`config.mk`:
```
export PLATFORM = sky130hd
export DESIGN_NAME = usr_h2c0_unpack
export DESIGN_NICKNAME = d
export VERILOG_FILES = /design/src/rtl/usr_h2c0_unpack.sv
export SDC_FILE = /design/constraint.sdc
export NUM_CORES = 2
export LEC_CHECK = 0
export CAP_MARGIN = 0
export CORE_MARGIN = 2
export CORE_UTILIZATION = 55
export CTS_CLUSTER_SIZE = 16
export DETAILED_ROUTE_END_ITERATION = 7
export PLACE_DENSITY = 0.76
export SYNTH_ARGS = -nofsm -noshare
export SYNTH_HDL_FRONTEND = slang
export SYNTH_SLANG_ARGS = --single-unit
```
`constraint.sdc`:
```
create_clock -name usr_clk -period 19.2 [get_ports usr_clk]
set_input_delay 3.84 -clock usr_clk [delete_from_list [all_inputs] [get_ports usr_clk]]
set_output_delay 3.84 -clock usr_clk [all_outputs]
set_load 0.02 [all_outputs]
```
`src/rtl/usr_h2c0_unpack.sv`:
```
// H2C channel 0 receive sink: takes the 128-bit AXI-Stream from the SGDMA core,
// checks framing and byte enables, and buffers beats in a FWFT FIFO. The user side
// sees a valid/ready stream with start/stop markers, frame/error counters and a
// per-frame interrupt request.
module usr_h2c0_unpack #(
  parameter int unsigned DATA_WIDTH      = 128,
  parameter int unsigned KEEP_WIDTH      = 16,
  parameter int unsigned FIFO_DEPTH      = 16,
  parameter int unsigned MAX_FRAME_BEATS = 4096
) (
  input  logic                  usr_clk,
  input  logic                  usr_rst_n,
  input  logic                  usr_h2c0w_run_i,
  input  logic                  m0_axis_h2c_rst_i,
  output logic                  m0_axis_h2c_tready_o,
  input  logic [DATA_WIDTH-1:0] m0_axis_h2c_tdata_i,
  input  logic [KEEP_WIDTH-1:0] m0_axis_h2c_tkeep_i,
  input  logic [KEEP_WIDTH-1:0] m0_axis_h2c_tuser_i,
  input  logic                  m0_axis_h2c_tlast_i,
  input  logic                  m0_axis_h2c_tvalid_i,
  output logic [DATA_WIDTH-1:0] usr_data_o,
  output logic [KEEP_WIDTH-1:0] usr_keep_o,
  output logic                  usr_valid_o,
  input  logic                  usr_ready_i,
  output logic                  usr_start_o,
  output logic                  usr_stop_o,
  output logic [31:0]           usr_frm_cnt_o,
  output logic [31:0]           usr_h2c0err_num_o,
  output logic                  usr_h2c0irq_req_o,
  input  logic                  usr_h2c0irq_ack_i
);

  localparam int unsigned PTR_W   = $clog2(FIFO_DEPTH);
  localparam int unsigned CNT_W   = PTR_W + 1;
  localparam int unsigned BEAT_W  = $clog2(MAX_FRAME_BEATS + 1);
  localparam int unsigned ENTRY_W = DATA_WIDTH + KEEP_WIDTH + 2;

  typedef enum logic [1:0] {
    S_IDLE  = 2'd0,
    S_INFRM = 2'd1,
    S_DROP  = 2'd2
  } state_t;

  // FIFO storage and bookkeeping
  logic [ENTRY_W-1:0] mem [FIFO_DEPTH];
  logic [PTR_W-1:0]   wr_ptr;
  logic [PTR_W-1:0]   rd_ptr;
  logic [CNT_W-1:0]   count;

  // frame tracking
  state_t             state;
  logic [BEAT_W-1:0]  beat_cnt;
  logic [BEAT_W-1:0]  beat_inc;

  // counters and interrupt
  logic [31:0]        frm_cnt;
  logic [31:0]        err_cnt;
  logic [32:0]        err_sum;
  logic [1:0]         err_inc;
  logic               irq_req;

  // handshake and classification
  logic               flush;
  logic               not_full;
  logic               tready;
  logic               accept;
  logic               fifo_valid;
  logic               show;
  logic               pop;
  logic               push;
  logic               tag_first;
  logic               tag_last;
  logic               ovr_err;
  logic               keep_err;
  logic               keep_full;
  logic               keep_contig;
  logic [KEEP_WIDTH-1:0] keep_plus;

  logic [ENTRY_W-1:0]    head;
  logic [DATA_WIDTH-1:0] head_data;
  logic [KEEP_WIDTH-1:0] head_keep;
  logic                  head_first;
  logic                  head_last;

  // tuser carries nothing this block needs
  logic unused_tuser;
  assign unused_tuser = ^m0_axis_h2c_tuser_i;

  // intake handshake; reset and flush both hold the stream off
  assign flush      = m0_axis_h2c_rst_i;
  assign not_full   = (count < CNT_W'(FIFO_DEPTH));
  assign tready     = usr_rst_n & usr_h2c0w_run_i & ~flush & not_full;
  assign accept     = m0_axis_h2c_tvalid_i & tready;
  assign fifo_valid = (count != '0);
  assign show       = usr_rst_n & fifo_valid;
  assign pop        = show & usr_ready_i & ~flush;
  assign beat_inc   = beat_cnt + BEAT_W'(1);

  // classify the accepted beat: push or discard, and its first/last tags
  always_comb begin
    push      = 1'b0;
    tag_first = 1'b0;
    tag_last  = 1'b0;
    ovr_err   = 1'b0;
    case (state)
      S_IDLE: begin
        if (accept) begin
          push      = 1'b1;
          tag_first = 1'b1;
          tag_last  = m0_axis_h2c_tlast_i;
        end
      end
      S_INFRM: begin
        if (accept) begin
          push = 1'b1;
          if (m0_axis_h2c_tlast_i) begin
            tag_last = 1'b1;
          end else if (beat_inc == BEAT_W'(MAX_FRAME_BEATS)) begin
            tag_last = 1'b1;
            ovr_err  = 1'b1;
          end
        end
      end
      default: begin
        push = 1'b0;
      end
    endcase
  end

  // byte-enable check on pushed beats: full for body beats, contiguous from bit 0 for the last
  assign keep_plus   = m0_axis_h2c_tkeep_i + KEEP_WIDTH'(1);
  assign keep_full   = &m0_axis_h2c_tkeep_i;
  assign keep_contig = (m0_axis_h2c_tkeep_i != '0) && ((m0_axis_h2c_tkeep_i & keep_plus) == '0);
  assign keep_err    = push & (tag_last ? ~keep_contig : ~keep_full);
  assign err_inc     = {1'b0, ovr_err} + {1'b0, keep_err};
  assign err_sum     = {1'b0, err_cnt} + 33'(err_inc);

  // frame state machine: IDLE -> INFRM on a multi-beat frame, DROP after overrun
  always_ff @(posedge usr_clk) begin
    if (!usr_rst_n || flush) begin
      state    <= S_IDLE;
      beat_cnt <= '0;
    end else begin
      case (state)
        S_IDLE: begin
          if (accept && !m0_axis_h2c_tlast_i) begin
            state    <= S_INFRM;
            beat_cnt <= BEAT_W'(1);
          end
        end
        S_INFRM: begin
          if (accept) begin
            beat_cnt <= beat_inc;
            if (m0_axis_h2c_tlast_i) begin
              state <= S_IDLE;
            end else if (beat_inc == BEAT_W'(MAX_FRAME_BEATS)) begin
              state <= S_DROP;
            end
          end
        end
        S_DROP: begin
          if (accept && m0_axis_h2c_tlast_i) begin
            state <= S_IDLE;
          end
        end
        default: begin
          state <= S_IDLE;
        end
      endcase
    end
  end

  // FIFO pointers and occupancy; flush wins over push and pop
  always_ff @(posedge usr_clk) begin
    if (!usr_rst_n || flush) begin
      wr_ptr <= '0;
      rd_ptr <= '0;
      count  <= '0;
    end else begin
      if (push) wr_ptr <= wr_ptr + PTR_W'(1);
      if (pop)  rd_ptr <= rd_ptr + PTR_W'(1);
      case ({push, pop})
        2'b10:   count <= count + CNT_W'(1);
        2'b01:   count <= count - CNT_W'(1);
        default: count <= count;
      endcase
    end
  end

  // FIFO storage write; contents need no reset
  always_ff @(posedge usr_clk) begin
    if (push) begin
      mem[wr_ptr] <= {m0_axis_h2c_tdata_i, m0_axis_h2c_tkeep_i, tag_first, tag_last};
    end
  end

  assign head       = mem[rd_ptr];
  assign head_data  = head[ENTRY_W-1 -: DATA_WIDTH];
  assign head_keep  = head[2 +: KEEP_WIDTH];
  assign head_first = head[1];
  assign head_last  = head[0];

  // saturating frame and error counters; flush leaves them alone
  always_ff @(posedge usr_clk) begin
    if (!usr_rst_n) begin
      frm_cnt <= '0;
      err_cnt <= '0;
    end else begin
      if (pop && head_last && (frm_cnt != 32'hFFFF_FFFF)) begin
        frm_cnt <= frm_cnt + 32'd1;
      end
      err_cnt <= err_sum[32] ? 32'hFFFF_FFFF : err_sum[31:0];
    end
  end

  // frame-done interrupt: set on a last-beat pop, set beats a same-cycle ack
  always_ff @(posedge usr_clk) begin
    if (!usr_rst_n || flush) begin
      irq_req <= 1'b0;
    end else if (pop && head_last) begin
      irq_req <= 1'b1;
    end else if (usr_h2c0irq_ack_i) begin
      irq_req <= 1'b0;
    end
  end

  // user-facing outputs read zero while in reset or empty
  assign m0_axis_h2c_tready_o = tready;
  assign usr_valid_o          = show;
  assign usr_data_o           = show ? head_data : '0;
  assign usr_keep_o           = show ? head_keep : '0;
  assign usr_start_o          = show & head_first;
  assign usr_stop_o           = show & head_last;
  assign usr_frm_cnt_o        = usr_rst_n ? frm_cnt : '0;
  assign usr_h2c0err_num_o    = usr_rst_n ? err_cnt : '0;
  assign usr_h2c0irq_req_o    = usr_rst_n & irq_req;

endmodule

```
---- After elaboration in Yosys (flattened, before gate mapping) ----
Memory sizes are Yosys's and may differ from the RTL's. A register that Yosys moved wholly into a read port is not among the register bits.
Index checks and enable logic that the tools add are counted.
operators by class
  muxes and demuxes ....................... 33
  equal/unequal tests ..................... 10
  reductions and logical operators ........ 19
  order comparisons ....................... 1
  bitwise logic cells ..................... 15
  div/mod/pow operators ................... 0
  add/subtract/negate cells ............... 9
  $mul .................................... 0
  shifts and indexed selects .............. 0
operator list
  cell                                                              number
  128-bit two-way mux                                               1
  32-bit two-way mux                                                3
  32-bit by 2-bit adder with 33-bit output                          1
  32-bit by 1-bit adder with 32-bit output (second input constant)  1
  32-bit inequality test (second input constant)                    1
  13-bit two-way mux                                                2
  13-bit one-hot mux with 2 select lines                            1
  16-bit by 1-bit adder with 16-bit output (second input constant)  1
  16-bit bitwise AND                                                1
  16-bit logical NOT                                                1
  16-bit two-way mux                                                1
  16-bit AND reduction                                              1
  16-bit nonzero test                                               1
  1-bit two-way mux                                                 15
  13-bit by 1-bit adder with 13-bit output (second input constant)  1
  13-bit == test (second input constant)                            1
  1-bit bitwise AND                                                 11
  2-bit two-way mux                                                 5
  5-bit one-hot mux with 2 select lines                             1
  4-bit by 1-bit adder with 4-bit output (second input constant)    2
  4-bit two-way mux                                                 2
  2-bit inequality test (second input constant)                     3
  2-bit one-hot mux with 3 select lines                             1
  2-bit nonzero test                                                3
  17 further kinds                                                  26
word-level totals
  memory bits (writable) .................. 2336
  ROM bits ................................ 0
  bits in latches ......................... 0
  memories ................................ 1
  bits of input ports ..................... 168
  register bits after elaboration ......... 93
  word-level logic and storage cells ...... 96
memories
  memory  depth  bits a word  read ports  clocked after memory_dff  write ports  RTL line  text
  mem     16     146          1           1                         1            45        logic [ENTRY_W-1:0] mem [FIFO_DEPTH];

---- Logic depth before layout (Yosys ltp) ----
  word-level depth ........................ 11
  mapped depth ............................ 17
  mapped depth without buffers ............ 16

---- Worst setup path before layout ----
OpenSTA, ideal clock, no wires.
  kind .................................... input -> register
  start ................................... in m0_axis_h2c_rst_i
  end ..................................... mem mem[3][0] in the netlist's numbering, enable pin
  path slack .............................. 3738 ps
  stages on the path ...................... 5
  arrival time ............................ 14632 ps
  library setup time ...................... 829 ps
  cell sequence ........................... nand2b_1 > clkbuf_1 > nor3_2 > nand2_1 > nor3_1
on the way
  word-level cells in the longest chain between the ends .. 8
ends and longest elaborated chain
  what                                     RTL line  text
  from (decl)                              14        input logic m0_axis_h2c_rst_i,
  1-bit inverter                           92        assign tready = usr_rst_n & usr_h2c0w_run_i & ~flush & not_full;
  1-bit bitwise AND (2 in a row)           92
  1-bit bitwise AND                        93        assign accept = m0_axis_h2c_tvalid_i & tready;
  1-bit two-way mux                        107, 114
  1-bit two-way mux                        --
  1-bit two-way mux                        192       if (push) begin
  1-bit two-way mux (not written as such)  193       mem[wr_ptr] <= {m0_axis_h2c_tdata_i, m0_axis_h2c_tkeep_i, tag_first, tag_last};
  to (decl)                                45
No other way between the ends.

---- Worst setup path after layout ----
  start ................................... in usr_rst_n
  end ..................................... out usr_data_o[104]
on the way
  word-level cells in the longest chain between the ends .. 2
ends and longest elaborated chain
  what                 RTL line  text
  from (decl)          12        input logic usr_rst_n,
  1-bit bitwise AND    95        assign show = usr_rst_n & fifo_valid;
  128-bit two-way mux  230       assign usr_data_o = show ? head_data : '0;
  to (decl)            21        output logic [DATA_WIDTH-1:0] usr_data_o,
No other way between the ends.

==> metrics <==
outcome=finished, final reports clean; die area=174,000 um2; hold crit path type=register to register; final setup margin=8330 ps; crit path kind=primary input to primary output; WL final=212,000 um; Synth Net Count=4,300; max-slew violation count=0; # DRC=0; I/O Pins=381; synth top area cells=edfxtp_1 (75%), mux4_2 (17%), dfxtp_1 (2.1%), nor2b_1 (0.99%), clkbuf_1 (0.55%); synthesis-to-finish area growth=14.6%; Worst Max-Slew Pin Slew=1080 ps; Max Root-Sink Buffers=3; critical path fanouts, max=75; CTS sink cnt=2,433; Die Span Y=417 um; post_cts resized=0; die width=417 um; Top FF cell, synth=edfxtp_1; TNS Setup=0 ps; placed insts=6,580; fin nets=4,774; DR pass1 iterations=6; crit-path cells=clkdlybuf4s50_1, buf_4, o21ai_4, buf_4, buf_4, nor2b_1, clkdlybuf4s50_1; share of post-route cells with drive strength above 1=0.246; GR Util All Layers=0.245; Period Utilization, post-route=0.566; pwr dens=96.1 nW/um2; Slew headroom=0.279; RD Place Congestion=0.818; most frequent CP cell=buf_4; H-tree depth=4; post-route minimum period=10,870 ps; VDD IR max=93.5 uV; Avg Cell Area, Syn=22.8 um2; top cells by count, synth=edfxtp_1 (2,336), mux4_2 (729), nor2b_1 (149); Port Buffers=364; post-DR wirelength/cell=30.2 um; Critical Path AT=7030 ps; grt ovf=0; FP Rows=151; largest net degree at the start of global routing=151; Initial Utilization=0.554; CTS Hold Bufs=0; post-CTS setup buffers=0; number of vias per cell=6.38; post-synth cell types=60; #FFs+latches synth=2,433; fmax=92.0 MHz; final hold viol count=0; vias=44,700; unrepaired setup endpoints after global routing=false; Worst setup EP type=primary output; hpwl dp=107,000 um; startpoint types=primary input; WP data required=15,360 ps; first-pass GRT wire length=310,000 um; Post-Layout Cell Count=7,009; initial antenna violation count=33; post-route ant nets=0; Post-Syn Instances=4,117; root buffer selected by CTS=clkbuf_16; 1st-iter DRT viols=5,850; top cell type's share of synthesized area=0.747; slowest cell on the critical path=buf_4; Worst-Skew Late Latency=870 ps; Warnings, synthesis=0; Max-Cap Viols=0; asr flop ratio synth=0; leakage power=32.1 nW; final setup vio count=0; number of flops mapped to enable cells by yosys=2,336; sequential fraction of the synthesis area=0.768; CTS clk-pin slew, worst paths=70 ps; Yosys top cell by area=edfxtp_1; vias in the first global route=45,500; CTS buffer count=227; CP peak stage delay=730 ps; worst slack, placed=8280 ps; most numerous cell in the Yosys netlist=edfxtp_1; Setup Skew=32.8 ps; final core utilization=0.635; CTS tree=yes; Core ar.=169,000 um2; cell area after synthesis=93,900 um2
==> routing by layer <==
| layer | track usage | part of all wire | vias to the layer above | routed length (um) |
|---|---|---|---|---|
| met5 | 0 | 0.00077 | - | 163 |
| met3 | 0.0406 | 0.077 | 358 | 16300 |
| met4 | 0.0722 | 0.026 | 24 | 5420 |
| met1 | 0.339 | 0.38 | 23800 | 80800 |
| met2 | 0.408 | 0.51 | 2175 | 109000 |
| li1 | - | - | 18300 | - |
==> placed cells by master (no fill, tap or decap), types with 28 or more instances in the layout <==
cell and instances:
nor2_1 80, clkinv_2 36, inv_1 28, nand4_1 34, edfxtp_1 2336, clkbuf_1 51
mux4_2 729, and2_1 56, nor2b_1 149, dfxtp_1 93, clkinv_1 51, nand2_1 51
buf_4 90, a21oi_1 64, clkdlybuf4s50_1 364, clkbuf_16 230
==> state kept, by name, indices dropped and copies added (netlist names), named ones only <==
name,count
state,2
mem,2336
beat_cnt,13
count,5
err_cnt,32
frm_cnt,32
irq_req,1
wr_ptr,4
rd_ptr,4
==> cell type report <==
| class | count | area (um2) |
|---|---|---|
| multi-input cells | 1442 | 20900 |
| clock inverters | 133 | 1300 |
| inverters | 30 | 113 |
| diodes | 15 | 37.5 |
| repair buffers | 457 | 4380 |
| well taps | 2218 | 2780 |
| flip-flops and latches | 2433 | 72100 |
| fillers | 10800 | 61900 |
| clock buffers | 281 | 5950 |
==> critical path: cells and delay by family <==
kind	cells	cell delay, ps
and+or+nand+nor	1	140
buffers and inverters	5	2710
AOI/OAI and AO/OA	1	100
==> worst paths after layout <==
| kind | start | end | slack [ps] | cells past startpoint |
|---|---|---|---|---|
| worst max-delay path | usr_rst_n | usr_data_o[104] | 8330 | 7 |
| worst min-delay path | irq_req | irq_req | 490 | 2 |
| worst max register to register | beat_cnt[0] | err_cnt[10] | 13780 | 15 |
| worst min register to register | irq_req | irq_req | 490 | 2 |
==> cell families (layout without fill, tap and decap cells) <==
group           count (synthesis)  after routing  share of synthesized area
compound gates                127            127                    0.00777
xor+xnor                       41             41                    0.00383
fa+ha+maj                      15             15                    0.00216
buf+inv                       242            901                     0.0107
flops                        2433           2433                      0.768
mux                           745            745                      0.177
other cells                     0             15                          0
simple gates                  514            514                     0.0306
==> where the power goes <==
part / switching [W] / internal (W) / total, W
combinational: 0.0000939 / 0.0000499 / 0.000144
clock: 0.00192 / 0.00246 / 0.00438
sequential: 0.00000192 / 0.00582 / 0.00582
total: 0.00202 / 0.00832 / 0.0103
==> stage by stage <==
| step | area, um2 | hold slack (ps) | total power [W] |
|---|---|---|---|
| CTS | 108000 | 493 | 0.0104 |
| detailed placement | 100000 | 480 | 0.00607 |
| floorplan | 93900 | 451 | 0.00597 |
| global placement | 100000 | 464 | 0.00607 |
| global route | 108000 | 515 | 0.0106 |
| finish | 108000 | 491 | 0.0103 |
(Power assumes the default switching activity.)
